## src/rtl/host_xact_ctrl.sv

```systemverilog
// Host-side USB 2.0 transaction initiator: token, data stage and handshake,
// with a response timeout and bounded reissue of the whole transaction.
module host_xact_ctrl #(
    parameter logic [15:0] TIMEOUT_CYC = 16'd816,
    parameter logic [1:0]  MAX_RETRY   = 2'd3
) (
    input  logic       clk,
    input  logic       rst,
    input  logic       xact_start,
    input  logic [1:0] xact_dir,
    input  logic [6:0] dev_addr,
    input  logic [3:0] dev_ep,
    input  logic       data_tgl,
    output logic       busy,
    output logic       d_oe,
    output logic       tx_start,
    output logic [1:0] tx_type,
    output logic [3:0] tx_pid,
    output logic [6:0] tok_addr,
    output logic [3:0] tok_ep,
    input  logic       tx_done,
    input  logic       rx_pkt_valid,
    input  logic [3:0] rx_pid_val,
    input  logic       crc5_err,
    input  logic       crc16_err,
    output logic       xact_done,
    output logic [2:0] xact_result,
    output logic       data_accept,
    output logic       time_out
);

    localparam logic [3:0] PID_OUT   = 4'b0001;
    localparam logic [3:0] PID_IN    = 4'b1001;
    localparam logic [3:0] PID_SETUP = 4'b1101;
    localparam logic [3:0] PID_DATA0 = 4'b0011;
    localparam logic [3:0] PID_DATA1 = 4'b1011;
    localparam logic [3:0] PID_ACK   = 4'b0010;
    localparam logic [3:0] PID_NAK   = 4'b1010;
    localparam logic [3:0] PID_STALL = 4'b1110;

    localparam logic [2:0] RES_ACK     = 3'b000;
    localparam logic [2:0] RES_NAK     = 3'b001;
    localparam logic [2:0] RES_STALL   = 3'b010;
    localparam logic [2:0] RES_TIMEOUT = 3'b011;
    localparam logic [2:0] RES_CRC     = 3'b100;
    localparam logic [2:0] RES_PID     = 3'b101;

    typedef enum logic [2:0] {
        S_IDLE, S_TOK_TX, S_DATA_TX, S_HS_WAIT, S_DATA_WAIT, S_ACK_TX, S_DONE
    } state_t;

    state_t      state_q, state_d;
    logic        entry_q, entry_d;
    logic [15:0] timer_q, timer_d;
    logic [1:0]  retry_q, retry_d;
    logic [1:0]  dir_q, dir_d;
    logic        tgl_q, tgl_d;
    logic [6:0]  addr_q, addr_d;
    logic [3:0]  ep_q, ep_d;
    logic [2:0]  result_q, result_d;

    logic        retry_req;
    logic        retry_crc;
    logic        expired;
    logic        is_in;
    logic [3:0]  tok_pid;
    logic [3:0]  data_pid;
    logic        unused_crc5;

    // Tokens are never received by a host, so the CRC5 flag carries no information here.
    assign unused_crc5 = crc5_err;

    assign is_in       = (dir_q == 2'b01);
    assign tok_pid     = (dir_q == 2'b01) ? PID_IN : ((dir_q == 2'b10) ? PID_SETUP : PID_OUT);
    assign data_pid    = (tgl_q && dir_q != 2'b10) ? PID_DATA1 : PID_DATA0;
    assign expired     = (timer_q == TIMEOUT_CYC - 16'd1);
    assign busy        = (state_q != S_IDLE);
    assign tok_addr    = addr_q;
    assign tok_ep      = ep_q;
    assign xact_result = result_q;

    always_comb begin
        state_d     = state_q;
        timer_d     = '0;
        retry_d     = retry_q;
        dir_d       = dir_q;
        tgl_d       = tgl_q;
        addr_d      = addr_q;
        ep_d        = ep_q;
        result_d    = result_q;
        retry_req   = 1'b0;
        retry_crc   = 1'b0;
        d_oe        = 1'b0;
        tx_start    = 1'b0;
        tx_type     = 2'b00;
        tx_pid      = 4'b0000;
        xact_done   = 1'b0;
        data_accept = 1'b0;
        time_out    = 1'b0;

        case (state_q)
            S_IDLE: begin
                if (xact_start) begin
                    dir_d   = (xact_dir == 2'b11) ? 2'b00 : xact_dir;
                    tgl_d   = data_tgl;
                    addr_d  = dev_addr;
                    ep_d    = dev_ep;
                    retry_d = 2'd0;
                    state_d = S_TOK_TX;
                end
            end
            S_TOK_TX: begin
                d_oe     = 1'b1;
                tx_start = entry_q;
                tx_type  = 2'b01;
                tx_pid   = tok_pid;
                if (!entry_q && tx_done) begin
                    state_d = is_in ? S_DATA_WAIT : S_DATA_TX;
                end
            end
            S_DATA_TX: begin
                d_oe     = 1'b1;
                tx_start = entry_q;
                tx_type  = 2'b10;
                tx_pid   = data_pid;
                if (!entry_q && tx_done) begin
                    state_d = S_HS_WAIT;
                end
            end
            S_HS_WAIT: begin
                timer_d = timer_q + 16'd1;
                if (rx_pkt_valid) begin
                    state_d = S_DONE;
                    case (rx_pid_val)
                        PID_ACK:   result_d = RES_ACK;
                        PID_NAK:   result_d = RES_NAK;
                        PID_STALL: result_d = RES_STALL;
                        default:   result_d = RES_PID;
                    endcase
                end else if (expired) begin
                    time_out  = 1'b1;
                    retry_req = 1'b1;
                end
            end
            S_DATA_WAIT: begin
                timer_d = timer_q + 16'd1;
                if (rx_pkt_valid) begin
                    if (crc16_err) begin
                        retry_req = 1'b1;
                        retry_crc = 1'b1;
                    end else begin
                        case (rx_pid_val)
                            PID_DATA0, PID_DATA1: begin
                                // Wrong-toggle data is a resend of data we already have: ACK it, drop it.
                                state_d     = S_ACK_TX;
                                data_accept = ((rx_pid_val == PID_DATA1) == tgl_q);
                            end
                            PID_NAK: begin
                                state_d  = S_DONE;
                                result_d = RES_NAK;
                            end
                            PID_STALL: begin
                                state_d  = S_DONE;
                                result_d = RES_STALL;
                            end
                            default: begin
                                state_d  = S_DONE;
                                result_d = RES_PID;
                            end
                        endcase
                    end
                end else if (expired) begin
                    time_out  = 1'b1;
                    retry_req = 1'b1;
                end
            end
            S_ACK_TX: begin
                d_oe     = 1'b1;
                tx_start = entry_q;
                tx_type  = 2'b00;
                tx_pid   = PID_ACK;
                if (!entry_q && tx_done) begin
                    state_d  = S_DONE;
                    result_d = RES_ACK;
                end
            end
            S_DONE: begin
                xact_done = 1'b1;
                state_d   = S_IDLE;
            end
            default: state_d = S_IDLE;
        endcase

        if (retry_req) begin
            if (retry_q < MAX_RETRY) begin
                retry_d = retry_q + 2'd1;
                state_d = S_TOK_TX;
            end else begin
                state_d  = S_DONE;
                result_d = retry_crc ? RES_CRC : RES_TIMEOUT;
            end
        end

        entry_d = (state_d != state_q);
    end

    always_ff @(posedge clk or posedge rst) begin
        if (rst) begin
            state_q  <= S_IDLE;
            entry_q  <= 1'b0;
            timer_q  <= '0;
            retry_q  <= '0;
            dir_q    <= '0;
            tgl_q    <= 1'b0;
            addr_q   <= '0;
            ep_q     <= '0;
            result_q <= '0;
        end else begin
            state_q  <= state_d;
            entry_q  <= entry_d;
            timer_q  <= timer_d;
            retry_q  <= retry_d;
            dir_q    <= dir_d;
            tgl_q    <= tgl_d;
            addr_q   <= addr_d;
            ep_q     <= ep_d;
            result_q <= result_d;
        end
    end

endmodule
```

## config.mk

```make
export PLATFORM = sky130hd
export DESIGN_NAME = host_xact_ctrl
export DESIGN_NICKNAME = d
export VERILOG_FILES = /design/src/rtl/host_xact_ctrl.sv
export SDC_FILE = /design/constraint.sdc
export NUM_CORES = 1
export LEC_CHECK = 0
export CAP_MARGIN = 0
export CORE_MARGIN = 10
export CORE_UTILIZATION = 54
export CTS_BUF_LIST = sky130_fd_sc_hd__clkbuf_4 sky130_fd_sc_hd__clkbuf_8 sky130_fd_sc_hd__clkbuf_16
export CTS_CLUSTER_SIZE = 8
export DETAILED_ROUTE_END_ITERATION = 6
export PLACE_DENSITY = 0.85
export SETUP_SLACK_MARGIN = 0.15
export SYNTH_ARGS = -nofsm -noshare
export SYNTH_HDL_FRONTEND = slang
export SYNTH_SLANG_ARGS = --single-unit
```

## constraint.sdc

```tcl
create_clock -name clk -period 3.4 [get_ports clk]
set_clock_uncertainty 0.15 [all_clocks]
set_input_delay 0.68 -clock clk [delete_from_list [all_inputs] [get_ports clk]]
set_output_delay 0.68 -clock clk [all_outputs]
set_load 0.01 [all_outputs]
```

==> results of run 1 <==
-- how the worst min path moves through the flow --
stage	start	endpoint	slack [ns]	depth (start not counted)
2_1_floorplan	timer_q[0]	timer_q[0]	0.30	1
3_3_place_gp	tok_addr[6]	tok_addr[6]	0.31	2
3_5_place_dp	tok_addr[1]	tok_addr[1]	0.31	2
4_1_cts	tok_addr[2]	tok_addr[2]	0.33	2
5_1_grt	tok_ep[3]	tok_ep[3]	0.35	2
6_report	tok_addr[2]	tok_addr[2]	0.33	2
-- layer usage --
metal	track usage, %	wire, um	up-vias
met5	0	0	-
met4	5.02	53	0
met3	4.73	340	5
met2	25.1	2670	48
met1	18.1	2150	918
li1	-	-	974
-- worst min-delay path: cells and delay by family (launching register included) --
kind,cells,cell delay [ns]
flip-flops,1,0.34
AND/OR/NAND/NOR,2,0.10
-- state kept, by name, summed over array words and instances (netlist names), 2 cells and up --
register and count:
timer_q 16, dir_q 2, state_q 3, retry_q 2, xact_result 3, tok_addr 7, tok_ep 4
-- kinds of logic (layout without fill, tap and decap cells) --
kind of cell	after synthesis	count (layout)
AO/OA/AOI/OAI	36	36
XOR/XNOR	14	14
adder cells (fa/ha/maj)	4	4
buffers and inverters	22	72
flip-flops	39	39
multiplexers	3	3
AND/OR/NAND/NOR	132	132
-- Yosys cell counts (all sizes together) (2+ instances only) --
cell type and count:
nand2 46, dfrtp 39, nor2 22, nand3 12, inv 10, o21ai 10, xnor2 10, clkbuf 7
nor3 7, a21oi 6, nand4 6, nor4 6, buf 5, nor2b 5, ha 4, nand3b 4
o2111ai 4, xor2 4, and2 3, and3 3, mux2i 3, o211ai 3, or2 3, a21o 2
a22o 2, and3b 2, nor3b 2, nor4b 2, o31a 2, or3 2
-- where the power goes --
part	switching, uW	internal (uW)	leakage, uW
clock	157	160	0.0000491
combinational	414	486	0.000631
sequential	153	597	0.000510
-- what timing repair did --
action                     in CTS  in global routing
setup endpoints to repair       1                  2
resized for setup               1                  5
pin swaps                       0                  0
gates cloned                    0                  0
-- through the flow --
stage | area [um^2] | hold WS (ns) | cells
CTS | 2850 | 0.329 | 350
floorplan | 2220 | 0.305 | 250
detailed placement | 2760 | 0.312 | 342
finish | 2860 | 0.326 | 350
global route | 2860 | 0.353 | 350
global placement | 2760 | 0.307 | 342
-- layout make-up --
cell class / instances / area [um^2] / share of cell area (%)
inverters: 10 / 37.5 / 1.31
flip-flops and latches: 39 / 980 / 34.3
repair buffers: 54 / 527 / 18.4
multi-input cells: 189 / 1160 / 40.6
clock inverters: 1 / 5.00 / 0.175
well taps: 50 / 62.6 / 2.19
clock buffers: 7 / 83.8 / 2.93
==> impl_metrics.env, run 1 <==
export IMPL_clock_latency_ns=0.29
export IMPL_die_x_um=84.2
export IMPL_synth_top_family_by_area="simple AND/OR/NAND/NOR gates"
export IMPL_boundaryPins=51
export IMPL_grt_antenna_before_repair=0
export IMPL_cp_start_kind="primary input"
export IMPL_synthMuxAreaShare_pct=1.35
export IMPL_start_util_pct=55.6
export IMPL_drt_first_pass_iters=4
export IMPL_critPathKind="primary input to primary output"
export IMPL_worst_pin_slew_ns=0.557
export IMPL_nets=328
export IMPL_yosysUniqueCellTypes=47
export IMPL_post_cts_buffers=0
export IMPL_ys_ff_latch=39
export IMPL_vias=1945
export IMPL_die_y_um=84.2
export IMPL_synth_adder_area_share_pct=2.25
export IMPL_grt_pass1_wl_um=9230
export IMPL_p_per_area_nw_per_um2=688
export IMPL_crit_required_ns=2.57
export IMPL_synth_largest_area_cell="dfrtp_1"
export IMPL_finalHoldViolCount=0
export IMPL_core_area_um2=4000
export IMPL_worst_path_buf_inv=2
export IMPL_status="completed"
export IMPL_layout_common_cells="48 x clkdlybuf4s50_1, 46 x nand2_1, 36 x dfrtp_1"
export IMPL_syn_area_um2=2220
export IMPL_grt_usage_pct=15.1
export IMPL_worstPathArrival_ns=2.17
export IMPL_synth_seq_area_share_pct=43.9
export IMPL_ctsHoldBuffers=0
export IMPL_grt_pass1_vias=2000
export IMPL_synth_top_area_share_pct=43.9
export IMPL_syn_inst=250
export IMPL_max_cap_viol_count=0
export IMPL_layout_commonest_cell="clkdlybuf4s50_1"
export IMPL_synth_compound_area_share_pct=12.0
export IMPL_setup_slack_ns=0.396
export IMPL_synth_top_flop_cell="dfrtp_1"
export IMPL_cpPeakStageDelay_ns=0.48
export IMPL_endpoint_kind="primary output"
export IMPL_synth_simple_area_share_pct=30.7
export IMPL_synth_area_leaders="dfrtp_1 44%, nand2_1 7.8%, xnor2_1 3.9%"
export IMPL_grt_setup_unrepaired="false"
export IMPL_dp_slack_ns=0.128
export IMPL_total_power_uw=1970
export IMPL_holdCritPathClass="register to register"
export IMPL_syn_nets=279
export IMPL_maxSlewHeadroom_pct=62.8
export IMPL_via_per_inst=5.56
export IMPL_antenna_cells=0
export IMPL_htree_levels=2
export IMPL_final_util_pct=71.4
export IMPL_worstPathCellList="clkdlybuf4s50_1 > nor4b_4 > or3b_1 > nor2_1 > dlygate4sd2_1"
export IMPL_r2r_cells=4
export IMPL_r2r_slack_ns=1.42
export IMPL_fillers=328
export IMPL_synth_async_reset_ratio_pct=100
export IMPL_synth_area_per_cell_um2=8.90
export IMPL_routabilityCongestion=0.817
export IMPL_r2r_start="state_q[1]"
export IMPL_area_delta_synth_final_pct=28.4
export IMPL_ant_nets=0
export IMPL_cts_tree="built"
export IMPL_wirelength_um=5220
export IMPL_cp_max_fo=3
export IMPL_setup_tns_ns=0
export IMPL_drc=0
export IMPL_drt_wirelength_per_cell_um=14.9
export IMPL_dieArea_um2=7090
export IMPL_drtIter0Drc=91
export IMPL_fin_crit_ns=3.00
export IMPL_ir_drop_mv=0.519
export IMPL_finalCritPeriodShare_pct=88.4
export IMPL_drive_above_1_share_pct=8.33
export IMPL_crit_end="data_accept"
export IMPL_synth_edff_count=0
export IMPL_clkTransAtPathRegs_ns=0.07
export IMPL_critPathLaunch="crc16_err"
export IMPL_hpwlAfterDp_um=3910
export IMPL_cts_buffers=5
export IMPL_slew_violations=0
export IMPL_io_buffer_count=49
export IMPL_cts_root_buf="clkbuf_8"
export IMPL_cp_top_family="buffers and inverters"
export IMPL_synthXorXnorAreaFrac_pct=5.51
export IMPL_slowest_stage="clkdlybuf4s50_1"
export IMPL_grt_ovfl_total=0
export IMPL_r2r_end="retry_q[1]"
export IMPL_p_leak_uw=0.00119
export IMPL_setup_viol=0
export IMPL_max_clock_path_buffers=2
export IMPL_critical_path_depth=5
export IMPL_synth_warning_count=0
export IMPL_grt_start_max_net_pins=40
export IMPL_fmax_ghz=0.333
export IMPL_numClockSinks=39
export IMPL_std_cell_rows=23
(Power assumes the default switching activity.)
==> inputs of run 2 (changes only) <==
Settings changed: CORE_MARGIN 10 to default.
==> run 2 against run 1 <==
- register-to-register slack got worse by 0.05 ns
- hold slack improved by 0.0033 ns
- clock power rose by 26%
- die area fell by 38%
- fmax fell by 6.5%
- count of clock-buffer cells in the layout fell by 1
- final area rose by 1.7%
- combinational power rose by 2%
- non-clock buffer count rose by 2
- critical endpoint is now time_out
==> impl_metrics.env, run 2 (synthesis gave the netlist of run 1 again) <==
export IMPL_antenna_cells=0
export IMPL_worstPathArrival_ns=2.38
export IMPL_fillers=271
export IMPL_setup_tns_ns=0
export IMPL_nets=330
export IMPL_drc=0
export IMPL_max_clock_path_buffers=2
export IMPL_cts_root_buf="clkbuf_8"
export IMPL_r2r_start="state_q[2]"
export IMPL_p_per_area_nw_per_um2=707
export IMPL_grt_start_max_net_pins=40
export IMPL_hpwlAfterDp_um=3440
export IMPL_std_cell_rows=22
export IMPL_routabilityCongestion=0.791
export IMPL_setup_viol=0
export IMPL_final_seq_area_um2=978
export IMPL_layout_common_cells="46 x nand2_1, 46 x clkdlybuf4s50_1, 37 x dfrtp_1"
export IMPL_drive_above_1_share_pct=8.94
export IMPL_area_delta_synth_final_pct=30.6
export IMPL_ctsHoldBuffers=0
export IMPL_finalHoldViolCount=0
export IMPL_start_util_pct=58.6
export IMPL_grt_antenna_before_repair=0
export IMPL_via_per_inst=5.64
export IMPL_vias=1973
export IMPL_finalCritPeriodShare_pct=94.5
export IMPL_p_int_uw=1320
export IMPL_status="completed"
export IMPL_core_area_um2=3800
export IMPL_dieArea_um2=4380
export IMPL_critPathKind="primary input to primary output"
export IMPL_drtIter0Drc=83
export IMPL_cp_max_fo=13
export IMPL_grt_pass1_vias=1857
export IMPL_power_frac_clock_pct=19.4
export IMPL_ant_nets=0
export IMPL_cts_buffers=5
export IMPL_die_x_um=66.2
export IMPL_grt_pass1_wl_um=8090
export IMPL_worst_pin_slew_ns=0.576
export IMPL_die_y_um=66.2
export IMPL_switchingPower_uw=728
export IMPL_fin_crit_ns=3.21
export IMPL_holdWs_ns=0.330
export IMPL_largest_reg_flops=16
export IMPL_p_leak_uw=0.00123
export IMPL_fmax_ghz=0.311
export IMPL_critPathLaunch="rx_pkt_valid"
export IMPL_seqPwrFrac_pct=36.0
export IMPL_ir_drop_mv=0.427
export IMPL_top_register="timer_q"
export IMPL_drt_wirelength_per_cell_um=14.2
export IMPL_clkTransAtPathRegs_ns=0.07
export IMPL_htree_levels=2
export IMPL_total_power_uw=2050
export IMPL_endpoint_kind="primary output"
export IMPL_crit_required_ns=2.57
export IMPL_holdCritPathClass="register to register"
export IMPL_drt_first_pass_iters=4
export IMPL_multiInputGateArea_um2=1170
export IMPL_wirelength_um=4970
export IMPL_io_buffer_count=49
export IMPL_grt_usage_pct=24.6
export IMPL_grt_ovfl_total=0
export IMPL_p_comb_share_pct=44.6
export IMPL_placed_cell_area_um2=2760
export IMPL_boundaryPins=51
export IMPL_numClockSinks=39
export IMPL_max_cap_viol_count=0
export IMPL_cp_start_kind="primary input"
export IMPL_slew_violations=0
export IMPL_switching_share_pct=35.5
export IMPL_grt_setup_unrepaired="true"
export IMPL_clock_latency_ns=0.29
export IMPL_maxSlewHeadroom_pct=61.6
export IMPL_worstHoldStart="tok_addr[6]"
export IMPL_cts_tree="built"
export IMPL_postLayoutCellArea_um2=2910
## run 2: changes by cell type in the layout (fill, tap and decap cells not counted), sizes merged
cell,previous run,this run
buf,5,7
dlymetal6s2s,0,1
bufinv,0,1
dlygate4sd2,1,2
clkbuf,7,6
clkdlybuf4s50,48,46
## run 2: metal layers
metal / GRT usage [%] / vias to the layer above / wire (um)
met5: 0 / - / 0
met4: 6.12 / 0 / 23
met3: 6.21 / 2 / 240
met2: 42.1 / 54 / 2450
met1: 31.0 / 944 / 2250
li1: - / 973 / -
## run 2: power by group through the flow
stage               Clock [uW]  Combinational (uW)  Sequential [uW]
floorplan                    0                 529              718
global placement             0                 888              737
detailed placement           0                 915              737
CTS                        403                 917              735
global route               428                1010              762
finish                     399                 916              738
## run 2: repair_timing
| item | CTS | global route |
|---|---|---|
| pin swaps | 1 | 1 |
| setup endpoints to repair | 1 | 4 |
| buffers inserted | 0 | 1 |
| resized for setup | 2 | 6 |
## run 2: final cells by class
| cell class | instances | share of cell area [%] |
|---|---|---|
| clock buffer | 6 | 2.84 |
| inverter | 10 | 1.29 |
| timing repair buffer | 56 | 18.7 |
| tap | 48 | 2.07 |
| sequential | 39 | 33.7 |
| clock inverter | 2 | 1.21 |
| multi-input combinational | 189 | 40.2 |
## run 2: worst paths after layout
kind	endpoint	slack [ns]	cells after the start
worst max-delay path	time_out	0.19	6
min in group asynchronous	tok_ep[1]	0.66	3
worst min register to register	tok_addr[6]	0.33	2
worst max register to register	retry_q[0]	1.37	5
max in group asynchronous	state_q[0]	2.08	3
worst min-delay path	tok_addr[6]	0.33	2
## run 2: critical path: stages
cell and delay, ns:
clkdlybuf4s50_1 0.43, buf_4 0.20, nor4_2 0.27, nand3_1 0.12, nor2_1 0.13, clkdlybuf4s50_1 0.56
## run 2: stage by stage
stage	setup WS (ns)	util, %	std cells
3_3_place_gp	0.134	72.7	341
3_5_place_dp	0.138	72.7	341
5_1_grt	0.0740	76.5	350
6_report	0.186	76.5	350
4_1_cts	0.157	75.8	349
2_1_floorplan	1.02	-	250
==> patch 1 (flow settings as in run 1) <==
Reset style: synchronous (`rst`), changed in one clocked block.
--- a/src/rtl/host_xact_ctrl.sv
+++ b/src/rtl/host_xact_ctrl.sv
@@ -204,7 +204,7 @@
         entry_d = (state_d != state_q);
     end
 
-    always_ff @(posedge clk or posedge rst) begin
+    always_ff @(posedge clk) begin
         if (rst) begin
             state_q  <= S_IDLE;
             entry_q  <= 1'b0;
Behaviour: differs if rst is asserted again (counterexample within 4 cycles, from zero or initial values and one cycle with rst high); with rst held inactive, the same outputs for 10 cycles.
==> patch 1 against run 1 <==
  * Critical path depth did not move
  * Worst setup slack got worse by 130 ps
  * Sequential share of layout area fell by 7.0 points
  * Count of clock-buffer cells in the layout did not move
  * Non-clock buffer count rose by 7
  * Design area barely moved
  * Global-route usage rose by 0.77 points
  * Area after synthesis fell by 1.9%
  * Synthesized cell count rose by 10%
  * Hold slack got worse by 26 ps
  * Sequential cell count did not move
  * Wire length rose by 9.6%
Power is not compared: it rests on default switching activity, and its combinational part moved more than twofold at a synthesized area within 25%.
==> patch 1: results (changes against run 1) <==
Status = finished, final reports clean
Post-Syn Nets = 304 (+9.0%)
Non-CTS inverters = 12 (+2)
Worst vdd ir = 0.259 mV
R2R cell count = 7 (+3)
Reg-to-Reg Start = state_q[1]
Fillcell total = 338 (+3.0%)
Clock latency on the worst-skew pair = 280 ps
Clock transition at the registers of the reported paths = 70 ps (about the same)
Largest cells by area after synthesis = dfxtp_1 36%, nand2_1 7.4%, a21oi_1 5.0%
Max-slew headroom = 64.4% (+1.6 points)
Layout buffering overhead excluding clock cells = 20.3% (+1.9 points)
Multi-input gates = 209 (+11%)
Biggest consumer = registers
Hold path depth = 1 (-1)
Post-DR vias/cell = 5.72 (+2.9%)
Global-route wire length before repair = 9.69 mm (+4.9%)
Synth cell types = 52 (+11%)
Max FO, Critical Path = 4 (+1)
Clock network share of area = 3.11% (about the same)
Yosys Warn Count = 0 (unchanged)
Post-synth ARST share = 0% (-100 points)
Final std cells w/o fill = 379 (+8.3%)
Worst Hold End = timer_q[0]
Vias in the first global route = 2124 (+6.2%)
Count of non-CTS buffers in the layout = 61 (+13%)
Detailed Route Iter0 Violations = 225 (+150%)
Hold_sp = timer_q[0]
Fraction of layout cells with a size suffix above 1 = 9.73% (+1.4 points)
Overall routing resource usage = 15.9% (+0.77 points)
Net count, final = 357 (+8.8%)
Seq area share = 27.3% (-7.0 points)
Root buffer cell = clkbuf_8
Multi-input combinational area share = 45.5% (+4.8 points)
Crit. Startpoint = rx_pid_val[1]
Total placed cells including tap cells = 369 (+7.9%)
Synth Flop Type = dfxtp_1
Num CTS Buffers = 5 (unchanged)
Synth Instances = 275 (+10%)
Final GP Congestion = 0.890 (+9.0%)
Average wire per standard cell = 15.1 um (+1.2%)
DP HPWL = 4.23 mm (+8.0%)
RR Endpoint = entry_q
Post-synth top cells = 43 x nand2_1, 39 x dfxtp_1, 22 x a21oi_1, 20 x nor2_1, 12 x inv_1
Register area share after synthesis = 35.8% (-8.1 points)
Critical path data arrival time = 2310 ps (+140 ps)
Flop2flop setup slack = 1270 ps (-150 ps)
Largest net degree at the start of global routing = 17 (-57%)
patch 1: cell types whose count changed after synthesis, moves of 4 or more:
cell | run 1 | this run
a211oi_1 | 0 | 5
dfxtp_1 | 0 | 39
xor2_1 | 4 | 8
dfrtp_1 | 39 | 0
and4_1 | 0 | 4
a21oi_1 | 6 | 22
xnor2_1 | 10 | 6
patch 1: critical path, stage by stage:
cell,delay (ps)
clkdlybuf4s50_1,520
and3b_2,250
nor3b_2,190
and2_1,140
clkdlybuf4s50_1,530
patch 1: logic make-up (layout without fill, tap and decap cells):
kind of cell	Yosys count	count (layout)	synth area share, %
AO/OA/AOI/OAI	63	63	19.3
XOR/XNOR	14	14	5.62
adder cells (fa/ha/maj)	4	4	2.29
buffers and inverters	27	81	5.27
flip-flops	39	39	35.8
multiplexers	1	1	0.516
AND/OR/NAND/NOR	127	127	31.2
patch 1: per-layer routing:
metal  part of all wire (%)  vias up  global-route usage (%)
met5                      0        -                       0
met4                    1.5        0                    6.09
met3                    5.7       10                    4.49
met2                     49       58                    27.0
met1                     43     1006                    18.3
li1                       -     1093                       -
patch 1: metrics by stage:
| step | instance area [um^2] | hold WS, ps | power, uW | setup slack, ps | utilization (%) |
|---|---|---|---|---|---|
| floorplan | 2180 | 263 | 612 | 1210 | - |
| detailed placement | 2740 | 296 | 712 | 135 | 69.5 |
| global route | 2860 | 326 | 1070 | 150 | 72.5 |
| global placement | 2740 | 278 | 709 | 163 | 69.5 |
| finish | 2860 | 300 | 1020 | 261 | 72.5 |
| CTS | 2840 | 306 | 1020 | 170 | 72.1 |
patch 1: what timing repair did:
action                                 4_1_cts  5_1_grt
setup endpoints to repair                    2        2
setup buffers                                0        2
resized for setup                            2        1
hold buffers                                 0        0
pin swaps                                    0        3
cloned                                       0        0
endpoints found under the hold margin        0        0
==> patch 2 (config.mk and constraints of run 1) <==
Made on the original files. Change the parameter `TIMEOUT_CYC` from 16'd816 to 16'd408.
--- a/src/rtl/host_xact_ctrl.sv
+++ b/src/rtl/host_xact_ctrl.sv
@@ -1,7 +1,7 @@
 // Host-side USB 2.0 transaction initiator: token, data stage and handshake,
 // with a response timeout and bounded reissue of the whole transaction.
 module host_xact_ctrl #(
-    parameter logic [15:0] TIMEOUT_CYC = 16'd816,
+    parameter logic [15:0] TIMEOUT_CYC = 16'd408,
     parameter logic [1:0]  MAX_RETRY   = 2'd3
 ) (
     input  logic       clk,
Check against the original RTL: same outputs for any inputs over 10 cycles, from zero or initial values and one cycle with rst high; that may be too few to reach the edited logic, so the function may still have changed.
==> patch 2 against run 1 <==
  * Critical path depth is the same
  * Sequential cell count is the same
  * Worst setup slack lost 84 ps
  * Clock power grew 44%
  * Via count shrank 5.5%
  * Global-route usage shrank 0.31 points
  * Design area grew 1.4%
  * Wire length grew 0.50%
  * Area after synthesis shrank 1.1%
  * Total power grew 7.4%
==> patch 2: results (changes against run 1) <==
Status = finished, final reports clean
Vias in the first global route = 1910 (-4.5%)
DR pass1 iterations = 4 (unchanged)
Largest cells by area after synthesis = dfrtp_1 44%, mux2_2 6.7%, nor2_1 4.4%
Top Layer Used = met4
Average wire per standard cell = 15.8 um (+5.9%)
Post-Syn Nets = 256 (-8.2%)
Final wirelength = 5.24 mm (+0.50%)
WL met1 = 2.16 mm (+0.23%)
Register area share after synthesis = 44.3% (+0.47 points)
Met2 wire length = 2.74 mm (+2.7%)
LEAKAGE = 0.00122 uW (+2.8%)
Worst vdd ir = 0.430 mV (-17%)
Fraction of layout cells with a size suffix above 1 = 12.8% (+4.4 points)
DP HPWL = 3.91 mm (about the same)
Dpl cell area = 0.00276 mm^2 (about the same)
H-tree levels = 2 (unchanged)
Max-slew headroom = 52.1% (-11 points)
Sw frac = 33.2% (-3.6 points)
Largest net degree at the start of global routing = 40 (unchanged)
Final hold violations = 0 (unchanged)
Global-route wire length before repair = 8.81 mm (-4.6%)
Net count, final = 310 (-5.5%)
Final GP Congestion = 0.827 (+1.3%)
Detailed Route Iter0 Violations = 79 (-13%)
Post-DR vias/cell = 5.54 (-0.38%)
Post-synth top cells = 39 x dfrtp_1, 26 x nor2_1, 14 x nand2_1, 13 x mux2_2, 12 x o21ai_0
Clock latency on the worst-skew pair = 290 ps (about the same)
Synth cell types = 54 (+15%)
Yosys Warn Count = 0 (unchanged)
Overall routing resource usage = 14.8% (-0.31 points)
Critical path data arrival time = 2260 ps (+90 ps)
Post-Syn Area per Cell = 9.70 um^2 (+9.0%)
Total placed cells including tap cells = 324 (-5.3%)
Met3 WL post-DR = 281 um (-17%)
CP max stage delay = 570 ps (+90 ps)
patch 2: cell count changes in the layout (fill, tap and decap cells not counted), moves of 4 or more:
cell	run 1	this run
nand2_1	46	14
mux2_2	0	13
xnor2_1	10	5
xor2_1	4	9
nor2_1	22	26
patch 2: worst paths after layout:
kind / slack [ps] / from / to / cells after the start
setup / recovery: 310 / rx_pkt_valid / time_out / 5
hold / removal: 330 / timer_q[0] / timer_q[0] / 1
setup reg to reg: 1030 / state_q[2] / retry_q[1] / 6
hold reg to reg: 330 / timer_q[0] / timer_q[0] / 1
max in group asynchronous: 2120 / rst / tgl_q / 3
min in group asynchronous: 650 / rst / tok_addr[5] / 3
patch 2: routing by layer:
layer	vias up	GRT usage, %
met5	-	0
li1	911	-
met3	8	5.08
met4	0	5.02
met1	881	15.4
met2	38	26.9
patch 2: layout make-up:
cell class | instances | area (um^2)
Sequential cell | 39 | 976
Timing Repair Buffer | 57 | 553
Fill cell | 295 | 1070
Inverter | 9 | 33.8
Clock inverter | 3 | 67.6
Tap cell | 50 | 62.6
Clock buffer | 5 | 68.8
Multi-Input combinational cell | 169 | 1140
patch 2: timing repair:
action	4_1_cts	5_1_grt
resized for setup	0	1
hold endpoints to repair	0	0
endpoints found under the setup margin	0	1
patch 2: power groups by stage:
| stage | clock (uW) | combinational [uW] | sequential (uW) |
|---|---|---|---|
| detailed placement | 0 | 975 | 697 |
| CTS | 468 | 982 | 688 |
| global route | 485 | 1060 | 706 |
| finish | 457 | 966 | 688 |
| global placement | 0 | 958 | 684 |
| floorplan | 0 | 536 | 707 |
patch 2: cells by family (layout without fill, tap and decap cells):
kind of cell / after synthesis / in the layout / synth area share, %
DFF: 39 / 39 / 44.3
and+or+nand+nor: 93 / 93 / 22.8
AOI/OAI and AO/OA: 43 / 43 / 13.4
xor gates and xnor gates: 14 / 14 / 5.57
muxes: 15 / 15 / 7.62
adders and majority gates: 4 / 4 / 2.27
buffers and inverters: 19 / 74 / 4.04
patch 2: stage by stage:
stage / hold WS, ps / setup slack (ps) / utilization (%) / total power [uW]
after global routing: 364 / 180 / 73.0 / 2250
after floorplan: 283 / 1230 / - / 1240
after detailed placement: 326 / 258 / 69.5 / 1670
final: 331 / 312 / 73.0 / 2110
after CTS: 337 / 253 / 72.9 / 2140
after global placement: 305 / 275 / 69.5 / 1640
